**src/rtl/issue_sched_if.sv**
```systemverilog
// Issue scheduler handshake bundle: instruction-buffer head pair,
// branch/memory status in, issue/stop/flush controls out.
interface issue_sched_if;
  logic       i0_valid;
  logic       i1_valid;
  logic [1:0] i0_cls;
  logic [1:0] i1_cls;
  logic       i0_we;
  logic       i1_we;
  logic [4:0] i0_rd;
  logic [4:0] i0_rs1;
  logic [4:0] i0_rs2;
  logic [4:0] i1_rd;
  logic [4:0] i1_rs1;
  logic [4:0] i1_rs2;
  logic       br_resolve;
  logic       br_taken;
  logic       mem_done;
  logic [1:0] consume;
  logic       ex1_issue;
  logic       ex1_sel;
  logic       ex2_issue;
  logic       ex2_sel;
  logic       mem_req;
  logic       de_ex_stop;
  logic       ex_wb_stop;
  logic       de_ex_flush;
  logic       ibuf_flush;
  logic       timeout_err;

  modport master (
    output i0_valid, i1_valid, i0_cls, i1_cls,
    output i0_we, i1_we, i0_rd, i0_rs1, i0_rs2,
    output i1_rd, i1_rs1, i1_rs2,
    output br_resolve, br_taken, mem_done,
    input  consume, ex1_issue, ex1_sel,
    input  ex2_issue, ex2_sel, mem_req,
    input  de_ex_stop, ex_wb_stop, de_ex_flush,
    input  ibuf_flush, timeout_err
  );

  modport slave (
    input  i0_valid, i1_valid, i0_cls, i1_cls,
    input  i0_we, i1_we, i0_rd, i0_rs1, i0_rs2,
    input  i1_rd, i1_rs1, i1_rs2,
    input  br_resolve, br_taken, mem_done,
    output consume, ex1_issue, ex1_sel,
    output ex2_issue, ex2_sel, mem_req,
    output de_ex_stop, ex_wb_stop, de_ex_flush,
    output ibuf_flush, timeout_err
  );
endinterface

```
**src/rtl/issue_sched.sv**
```systemverilog
// Dual-issue scheduler: load-use/RAW/WAW checks, memory wait, flush.
// Dual issue is enabled by defining ISSUE_DUAL_EN.
module issue_sched #(
  parameter int MAX_MEM_WAIT = 15
) (
  input logic         clk,
  input logic         rst,
  issue_sched_if.slave bus
);

  typedef enum logic [1:0] {
    RUN,
    MEM_WAIT,
    FLUSH
  } state_t;

`ifdef ISSUE_DUAL_EN
  localparam bit DUAL = 1'b1;
`else
  localparam bit DUAL = 1'b0;
`endif

  localparam logic [7:0] WD_LIM = 8'(MAX_MEM_WAIT - 1);

  state_t     state;
  state_t     nxt;
  logic       ex_load_v;
  logic [4:0] ex_load_rd;
  logic       mem_pend;
  logic [7:0] cnt;
  logic       tmo;

  logic wait_st, wd, done_eff, br_go;
  logic stop, can_issue;
  logic haz0, haz1;
  logic i0_mem, i0_br, i1_mem, i1_br, i1_alu;
  logic unit_ok, i1_to_ex2, raw_ok, waw_ok;
  logic i0_go, i1_go;
  logic mem_issue, load_issue;
  logic [4:0] load_rd;

  assign wait_st  = (state == MEM_WAIT);
  assign wd       = wait_st && !bus.mem_done
                    && (cnt == WD_LIM);
  assign done_eff = bus.mem_done || wd;

  // A watchdog completion never carries a branch redirect.
  assign br_go = !rst && bus.br_resolve
                 && bus.br_taken
                 && ((state == RUN)
                     || (wait_st && bus.mem_done));

  assign stop = !rst && wait_st && !done_eff;
  assign can_issue = !rst && !br_go
                     && ((state == RUN)
                         || (wait_st && done_eff));

  assign haz0 = ex_load_v && (ex_load_rd != 5'd0)
                && ((bus.i0_rs1 == ex_load_rd)
                    || (bus.i0_rs2 == ex_load_rd));
  assign haz1 = ex_load_v && (ex_load_rd != 5'd0)
                && ((bus.i1_rs1 == ex_load_rd)
                    || (bus.i1_rs2 == ex_load_rd));

  assign i0_mem = (bus.i0_cls == 2'b10);
  assign i0_br  = (bus.i0_cls == 2'b01);
  assign i1_mem = (bus.i1_cls == 2'b10);
  assign i1_br  = (bus.i1_cls == 2'b01);
  assign i1_alu = !i1_mem && !i1_br;

  // An ALU/NOP i1 takes whichever unit i0 left idle.
  assign i1_to_ex2 = i1_mem || (i1_alu && !i0_mem);
  assign unit_ok   = i1_br  ? i0_mem :
                     i1_mem ? !i0_mem : 1'b1;

  assign raw_ok = !(bus.i0_we && (bus.i0_rd != 5'd0)
                    && ((bus.i1_rs1 == bus.i0_rd)
                        || (bus.i1_rs2 == bus.i0_rd)));
  assign waw_ok = !(bus.i0_we && bus.i1_we
                    && (bus.i1_rd == bus.i0_rd));

  assign i0_go = can_issue && bus.i0_valid && !haz0;
  assign i1_go = DUAL && i0_go && bus.i1_valid
                 && !i0_br && unit_ok
                 && raw_ok && waw_ok && !haz1;

  assign mem_issue  = (i0_go && i0_mem)
                      || (i1_go && i1_mem);
  assign load_issue = (i0_go && i0_mem && bus.i0_we)
                      || (i1_go && i1_mem && bus.i1_we);
  assign load_rd    = (i0_go && i0_mem) ? bus.i0_rd
                                        : bus.i1_rd;

  assign bus.ex1_issue = (i0_go && !i0_mem)
                         || (i1_go && !i1_to_ex2);
  assign bus.ex1_sel   = i1_go && !i1_to_ex2;
  assign bus.ex2_issue = (i0_go && i0_mem)
                         || (i1_go && i1_to_ex2);
  assign bus.ex2_sel   = i1_go && i1_to_ex2;
  assign bus.consume   = {1'b0, i0_go}
                         + {1'b0, i1_go};
  assign bus.mem_req     = !rst && mem_pend;
  assign bus.de_ex_stop  = stop;
  assign bus.ex_wb_stop  = stop;
  assign bus.de_ex_flush = !stop && !i0_go;
  assign bus.ibuf_flush  = br_go
                           || (!rst && state == FLUSH);
  assign bus.timeout_err = !rst && tmo;

  always_comb begin
    nxt = state;
    unique case (state)
      RUN: begin
        if (br_go)          nxt = FLUSH;
        else if (mem_issue) nxt = MEM_WAIT;
      end
      MEM_WAIT: begin
        if (br_go)         nxt = FLUSH;
        else if (done_eff) nxt = mem_issue ? MEM_WAIT
                                           : RUN;
      end
      FLUSH:   nxt = RUN;
      default: nxt = RUN;
    endcase
  end

  always_ff @(posedge clk) begin
    if (rst) begin
      state      <= RUN;
      ex_load_v  <= 1'b0;
      ex_load_rd <= 5'd0;
      mem_pend   <= 1'b0;
      cnt        <= 8'd0;
      tmo        <= 1'b0;
    end else begin
      state <= nxt;
      if (!stop) begin
        ex_load_v <= load_issue;
        mem_pend  <= mem_issue;
        if (load_issue) ex_load_rd <= load_rd;
      end
      cnt <= stop ? cnt + 8'd1 : 8'd0;
      if (wd) tmo <= 1'b1;
    end
  end

endmodule

```
**src/flat_wrapper.sv**
```systemverilog
// flat-port wrapper written by rule: the top's interface ports become plain ports
module issue_sched_flat 
#(
  parameter int MAX_MEM_WAIT = 15
)
  (clk, rst, bus_i0_valid, bus_i1_valid, bus_i0_cls, bus_i1_cls, bus_i0_we, bus_i1_we, bus_i0_rd, bus_i0_rs1, bus_i0_rs2, bus_i1_rd, bus_i1_rs1, bus_i1_rs2, bus_br_resolve, bus_br_taken, bus_mem_done, bus_consume, bus_ex1_issue, bus_ex1_sel, bus_ex2_issue, bus_ex2_sel, bus_mem_req, bus_de_ex_stop, bus_ex_wb_stop, bus_de_ex_flush, bus_ibuf_flush, bus_timeout_err);
  issue_sched_if bus_i ();
  input logic clk;
  input logic rst;
  input wire logic [$bits(bus_i.i0_valid)-1:0] bus_i0_valid;
  input wire logic [$bits(bus_i.i1_valid)-1:0] bus_i1_valid;
  input wire logic [$bits(bus_i.i0_cls)-1:0] bus_i0_cls;
  input wire logic [$bits(bus_i.i1_cls)-1:0] bus_i1_cls;
  input wire logic [$bits(bus_i.i0_we)-1:0] bus_i0_we;
  input wire logic [$bits(bus_i.i1_we)-1:0] bus_i1_we;
  input wire logic [$bits(bus_i.i0_rd)-1:0] bus_i0_rd;
  input wire logic [$bits(bus_i.i0_rs1)-1:0] bus_i0_rs1;
  input wire logic [$bits(bus_i.i0_rs2)-1:0] bus_i0_rs2;
  input wire logic [$bits(bus_i.i1_rd)-1:0] bus_i1_rd;
  input wire logic [$bits(bus_i.i1_rs1)-1:0] bus_i1_rs1;
  input wire logic [$bits(bus_i.i1_rs2)-1:0] bus_i1_rs2;
  input wire logic [$bits(bus_i.br_resolve)-1:0] bus_br_resolve;
  input wire logic [$bits(bus_i.br_taken)-1:0] bus_br_taken;
  input wire logic [$bits(bus_i.mem_done)-1:0] bus_mem_done;
  output wire logic [$bits(bus_i.consume)-1:0] bus_consume;
  output wire logic [$bits(bus_i.ex1_issue)-1:0] bus_ex1_issue;
  output wire logic [$bits(bus_i.ex1_sel)-1:0] bus_ex1_sel;
  output wire logic [$bits(bus_i.ex2_issue)-1:0] bus_ex2_issue;
  output wire logic [$bits(bus_i.ex2_sel)-1:0] bus_ex2_sel;
  output wire logic [$bits(bus_i.mem_req)-1:0] bus_mem_req;
  output wire logic [$bits(bus_i.de_ex_stop)-1:0] bus_de_ex_stop;
  output wire logic [$bits(bus_i.ex_wb_stop)-1:0] bus_ex_wb_stop;
  output wire logic [$bits(bus_i.de_ex_flush)-1:0] bus_de_ex_flush;
  output wire logic [$bits(bus_i.ibuf_flush)-1:0] bus_ibuf_flush;
  output wire logic [$bits(bus_i.timeout_err)-1:0] bus_timeout_err;
  assign bus_i.i0_valid = bus_i0_valid;
  assign bus_i.i1_valid = bus_i1_valid;
  assign bus_i.i0_cls = bus_i0_cls;
  assign bus_i.i1_cls = bus_i1_cls;
  assign bus_i.i0_we = bus_i0_we;
  assign bus_i.i1_we = bus_i1_we;
  assign bus_i.i0_rd = bus_i0_rd;
  assign bus_i.i0_rs1 = bus_i0_rs1;
  assign bus_i.i0_rs2 = bus_i0_rs2;
  assign bus_i.i1_rd = bus_i1_rd;
  assign bus_i.i1_rs1 = bus_i1_rs1;
  assign bus_i.i1_rs2 = bus_i1_rs2;
  assign bus_i.br_resolve = bus_br_resolve;
  assign bus_i.br_taken = bus_br_taken;
  assign bus_i.mem_done = bus_mem_done;
  assign bus_consume = bus_i.consume;
  assign bus_ex1_issue = bus_i.ex1_issue;
  assign bus_ex1_sel = bus_i.ex1_sel;
  assign bus_ex2_issue = bus_i.ex2_issue;
  assign bus_ex2_sel = bus_i.ex2_sel;
  assign bus_mem_req = bus_i.mem_req;
  assign bus_de_ex_stop = bus_i.de_ex_stop;
  assign bus_ex_wb_stop = bus_i.ex_wb_stop;
  assign bus_de_ex_flush = bus_i.de_ex_flush;
  assign bus_ibuf_flush = bus_i.ibuf_flush;
  assign bus_timeout_err = bus_i.timeout_err;
  issue_sched #(.MAX_MEM_WAIT(MAX_MEM_WAIT)) u_core (.clk(clk), .rst(rst), .bus(bus_i));
endmodule
```
**config.mk**
```make
export PLATFORM = sky130hd
export DESIGN_NAME = issue_sched_flat
export DESIGN_NICKNAME = d
export VERILOG_FILES = /design/src/rtl/issue_sched_if.sv /design/src/rtl/issue_sched.sv /design/src/flat_wrapper.sv
export SDC_FILE = /design/constraint.sdc
export NUM_CORES = 1
export LEC_CHECK = 0
export BUFFER_PORTS_ARGS = -buffer_cell sky130_fd_sc_hd__buf_2
export CAP_MARGIN = 40
export CORE_ASPECT_RATIO = 1.5
export CORE_UTILIZATION = 39
export DETAILED_ROUTE_END_ITERATION = 10
export GPL_TIMING_DRIVEN = 0
export PLACE_DENSITY = 0.75
export SLEW_MARGIN = 20
export SYNTH_ARGS = -nofsm -noshare
export SYNTH_HDL_FRONTEND = slang
export SYNTH_SLANG_ARGS = --single-unit
```
**constraint.sdc**
```tcl
create_clock -name clk -period 1.58 [get_ports clk]
set_input_delay 0.158 -clock clk [delete_from_list [all_inputs] [get_ports clk]]
set_output_delay 0.158 -clock clk [all_outputs]
set_load 0.01 [all_outputs]
```
==> reports/results.md <==
| Step | Metric | This run |
| --- | --- | --- |
| route | Met2 WL post-DR | 1.32 mm |
| global routing | First-pass GRT wire length | 3.77 mm |
| global routing | Number of antenna violations at the first check in global routing | 0 |
| route | Detailed router's first-iteration violation count | 7 |
| clock network | Level count of the clock H-tree | 1 |
| hold path | Endpoint of the worst hold-timing path | u_core.ex_load_rd[4]$_SDFFE_PP0P_ |
| placed design | Inst Count DP | 166 |
| die | Number of I/O pins | 55 |
| logic synthesis | Top cells by area in the synthesized netlist | dfxtp_1, xor2_1, nor2_1 |
| clock network | Clock latency on the worst-skew pair | 0.31 ns |
| power and ir drop | Fraction of power spent switching nets | 24.7% |
| logic synthesis | Area share of the largest cell type after synthesis | 36.7% |
| route | Total wire length after detailed routing | 2.23 mm |
| cells and area | Proportion of layout cells with a drive suffix above 1 | 50.0% |
| logic synthesis | Synth Register Bits | 18 |
| global routing | Vias in the first global route | 956 |
| route | Highest metal layer with signal wires | met4 |
| cells and area | Diode count | 0 |
| sta | Share of the clock period used by the worst path | 127% |
| placed design | DP Wirelength | 1.67 mm |
| outcome | Failing checks | setup timing |
| power and ir drop | Part of the total power dissipated in combinational logic | 13.8% |
| hold path | Count of cells along the worst hold path | 2 |
| power and ir drop | Relative contribution of sequential cells to total power | 52.4% |
| die | Starting Density | 42.4% |
| global routing | Maximum number of pins on one net before global-route repair | 11 |
| logic synthesis | EDFF count, synth | 0 |
| run | Maxcap violations | 0 |
| logic synthesis | Most frequently used flop master after synthesis | dfxtp_1 |
| sta | Setup repair after global routing missed its margin | yes |
| setup path | WP data required | 1.42 ns |
| clock network | Maximum count of clock buffers along a single path | 2 |
| global routing | Total grt overflow | 0 |
| power and ir drop | Clock group share of total power | 33.8% |
| route | ANT nets after route | 0 |
| power and ir drop | Internal power component | 668 uW |
| logic synthesis | Yosys warning total | 0 |
| route | Routed via count | 893 |
| route | Number of search-and-repair iterations in the first detailed-routing pass | 4 |
| route | DRC violation count after routing | 0 |
| placed design | Number of buffers added on ports | 32 |
| cells and area | Nets | 202 |
| setup path | Reg2Reg Capture Point | u_core.ex_load_rd[0]$_SDFFE_PP0P_ |
| setup path | CP most frequent cell | o21ai_2 |
| die | Num rows | 21 |
| die | Die extent in y | 63.4 um |
| sta | Final number of hold-violating endpoints | 0 |
| setup path | Element type at the critical path start | register |
| setup path | Cell-by-cell trace of the critical path | or4_1 -> o21ai_2 -> o21ai_2 -> and2_1 -> buf_2 |
| cells and area | Final cell count without fillers | 179 |
| route | Wire length on met3 | 104 um |
| logic synthesis | Synth unique cells | 33 |
| setup path | Worst R2R Path Depth | 6 |
| setup path | Data arrival time at the worst-slack endpoint | 1.84 ns |
| power and ir drop | Net switching power of the design | 219 uW |
| die | Core region area | 2310 sq um |
| setup path | Flop2flop setup slack | -0.30 ns |
| clock network | Clock-pin slew reported for the worst setup and hold paths after clock tree synthesis | 0.11 ns |
| logic synthesis | Synth Area in Simple Gates | 25.9% |
| sta | Setup ws final | -0.422 ns |
| hold path | Launch instance of the worst min-delay path | bus_i0_rd[4] |
| sta | Shortest period the worst path allows | 2.00 ns |
| sta | Final setup viols | 12 |
| sta | Worst clock skew on the final layout | 0.00376 ns |
| logic synthesis | Arithmetic-cell share of the synthesized area counting full adders, half adders and majority gates | 2.55% |
| route | Via density per instance | 4.99 |
| power and ir drop | Total power | 887 uW |
| logic synthesis | Fraction of the mapped netlist area in compound gates | 7.27% |
| setup path | Slowest library cell on the worst path | or4_1 |
| clock network | Total of hold buffers inserted after clock tree synthesis | 0 |
| setup path | CP Class | reg -> out |
| clock network | Number of buffers created by CTS | 3 |
| clock network | Clock tree root driver cell | clkbuf_4 |
| setup path | Worst R2R Start | u_core.cnt[4]$_SDFF_PP0_ |
| setup path | Endpoint class of the critical path | output pin |
| logic synthesis | Proportion of synthesized area in mux cells | 5.61% |
| route | Met1 wire length | 750 um |
| outcome | Run status | finished, violations left |
| power and ir drop | Leakage power of the design | 0.000677 uW |
| logic synthesis | Sequential share of the synthesized area | 36.7% |
| logic synthesis | Cell taking the most area after synthesis | dfxtp_1 |
| logic synthesis | Post-Synthesis Cell Area | 981 sq um |
| power and ir drop | Worst voltage drop across the vdd grid | 0.412 mV |
| sta | Final Max Tran Viols | 0 |
| hold path | Worst hold-check path type | in -> reg |
| logic synthesis | Most used standard cells in the synthesized netlist | dfxtp_1, nor2_1, xor2_1 |
| logic synthesis | Post-synth ARST share | 0% |
| clock network | Clock tree sinks | 18 |
| setup path | Largest fanout on the critical path | 5 |
| setup path | CP max stage delay | 0.55 ns |
| sta | Achievable frequency | 499 MHz |
| logic synthesis | Post-Syn Instances | 109 |
| die | Die Span X | 43.0 um |
| global routing | Overall Global Routing Usage | 18.0% |
| placed design | Placer's final routability congestion estimate | 0.779 |
| clock network | Clock tree from TritonCTS | done |
| die | Area enclosed by the die boundary | 2720 sq um |
| route | Drt wl/cell | 12.4 um |
| logic synthesis | Combinational family with the most area after synthesis | simple AND/OR/NAND/NOR gates |
| logic synthesis | Average footprint of a synthesized cell | 9.00 sq um |
| cells and area | Synth-to-layout area growth | 38.1% |
| logic synthesis | Xor-xnor portion of the synthesized cell area | 14.3% |
| power and ir drop | Power per standard cell area | 655 nW/um^2 |
## worst max path at each step
stage	slack [ns]	from	end
finish	-0.42	u_core.ex_load_rd[4]$_SDFFE_PP0P_	bus_de_ex_flush
CTS	-0.43	u_core.cnt[6]$_SDFF_PP0_	bus_de_ex_flush
global route	-0.50	u_core.ex_load_rd[4]$_SDFFE_PP0P_	bus_de_ex_flush
floorplan	-0.03	u_core.ex_load_rd[4]$_SDFFE_PP0P_	u_core.ex_load_rd[0]$_SDFFE_PP0P_
detailed placement	-0.31	u_core.cnt[5]$_SDFF_PP0_	bus_de_ex_flush
global placement	-0.30	u_core.cnt[5]$_SDFF_PP0_	bus_de_ex_flush
## final cells by class
type                       count  area (sq um)
sequential                    18           365
multi-input combinational     81           586
fill                         228           957
inverter                       5          21.3
buffer                         6          60.1
timing repair buffer          42           258
tap                           23          28.8
clock buffer                   4          36.3
## metrics by stage
stage | TNS [ns] | instance area (sq um) | worst slack [ns] | hold slack [ns] | utilization (%)
after floorplan | -0.147 | 993 | -0.0330 | 0.302 | -
after global placement | -2.47 | 1180 | -0.300 | 0.389 | 51.1
after detailed placement | -2.73 | 1180 | -0.309 | 0.389 | 51.1
after CTS | -4.11 | 1310 | -0.430 | 0.0618 | 56.5
after global routing | -4.91 | 1360 | -0.500 | 0.0729 | 58.6
final | -3.45 | 1360 | -0.422 | 0.0655 | 58.6
## cells in the final DEF (no fill, tap or decap), types with 2 or more instances in the layout
master,count
buf_2,29
nor2_1,17
xor2_1,14
dfxtp_1,14
buf_4,12
buf_6,6
and2b_2,5
nand2b_1,4
inv_1,4
mux2_2,4
nand3_1,4
dfxtp_2,4
nor3_1,3
o21ai_2,3
conb_1,3
clkbuf_4,3
and3_1,2
xnor2_1,2
## timing repair
| item | 4_1_cts | 5_1_grt |
|---|---|---|
| endpoints found under the setup margin | 14 | 22 |
| gates resized for setup | 12 | 11 |
| buffers inserted | 8 | 2 |
| pin swaps | 6 | 5 |
## critical path, delay by kind of cell (launching register included)
family,cells,cell delay [ns]
and+or+nand+nor,2,0.72
DFF,1,0.36
AOI/OAI and AO/OA,2,0.32
buffers and inverters,1,0.14
## flip-flops by register name (all words and copies together) (netlist names)
register	count
u_core.ex_load_rd	5
u_core.state	2
u_core.mem_pend	1
u_core.ex_load_v	1
u_core.cnt	8
u_core.tmo	1
## layer usage
layer / track usage, % / vias to the layer above
met1: 16.6 / 414
met3: 2.01 / 5
met4: 9.47 / 0
li1: - / 448
met2: 35.8 / 26
met5: 0 / -
## power groups by stage
| stage | Sequential [uW] | Clock (uW) | Combinational (uW) |
|---|---|---|---|
| global placement | 475 | 0 | 107 |
| floorplan | 474 | 0 | 62.3 |
| finish | 465 | 300 | 123 |
| CTS | 465 | 306 | 120 |
| global route | 466 | 319 | 135 |
| detailed placement | 475 | 0 | 110 |
## cell families (layout without fill, tap and decap cells)
family	after synthesis	after routing
adders and majority gates	2	2
muxes	5	5
and+or+nand+nor	46	46
xor gates and xnor gates	16	16
other	1	3
AOI/OAI and AO/OA	9	9
DFF	18	18
buffers and inverters	12	57
Note: power is estimated with default switching activity, not from simulation.
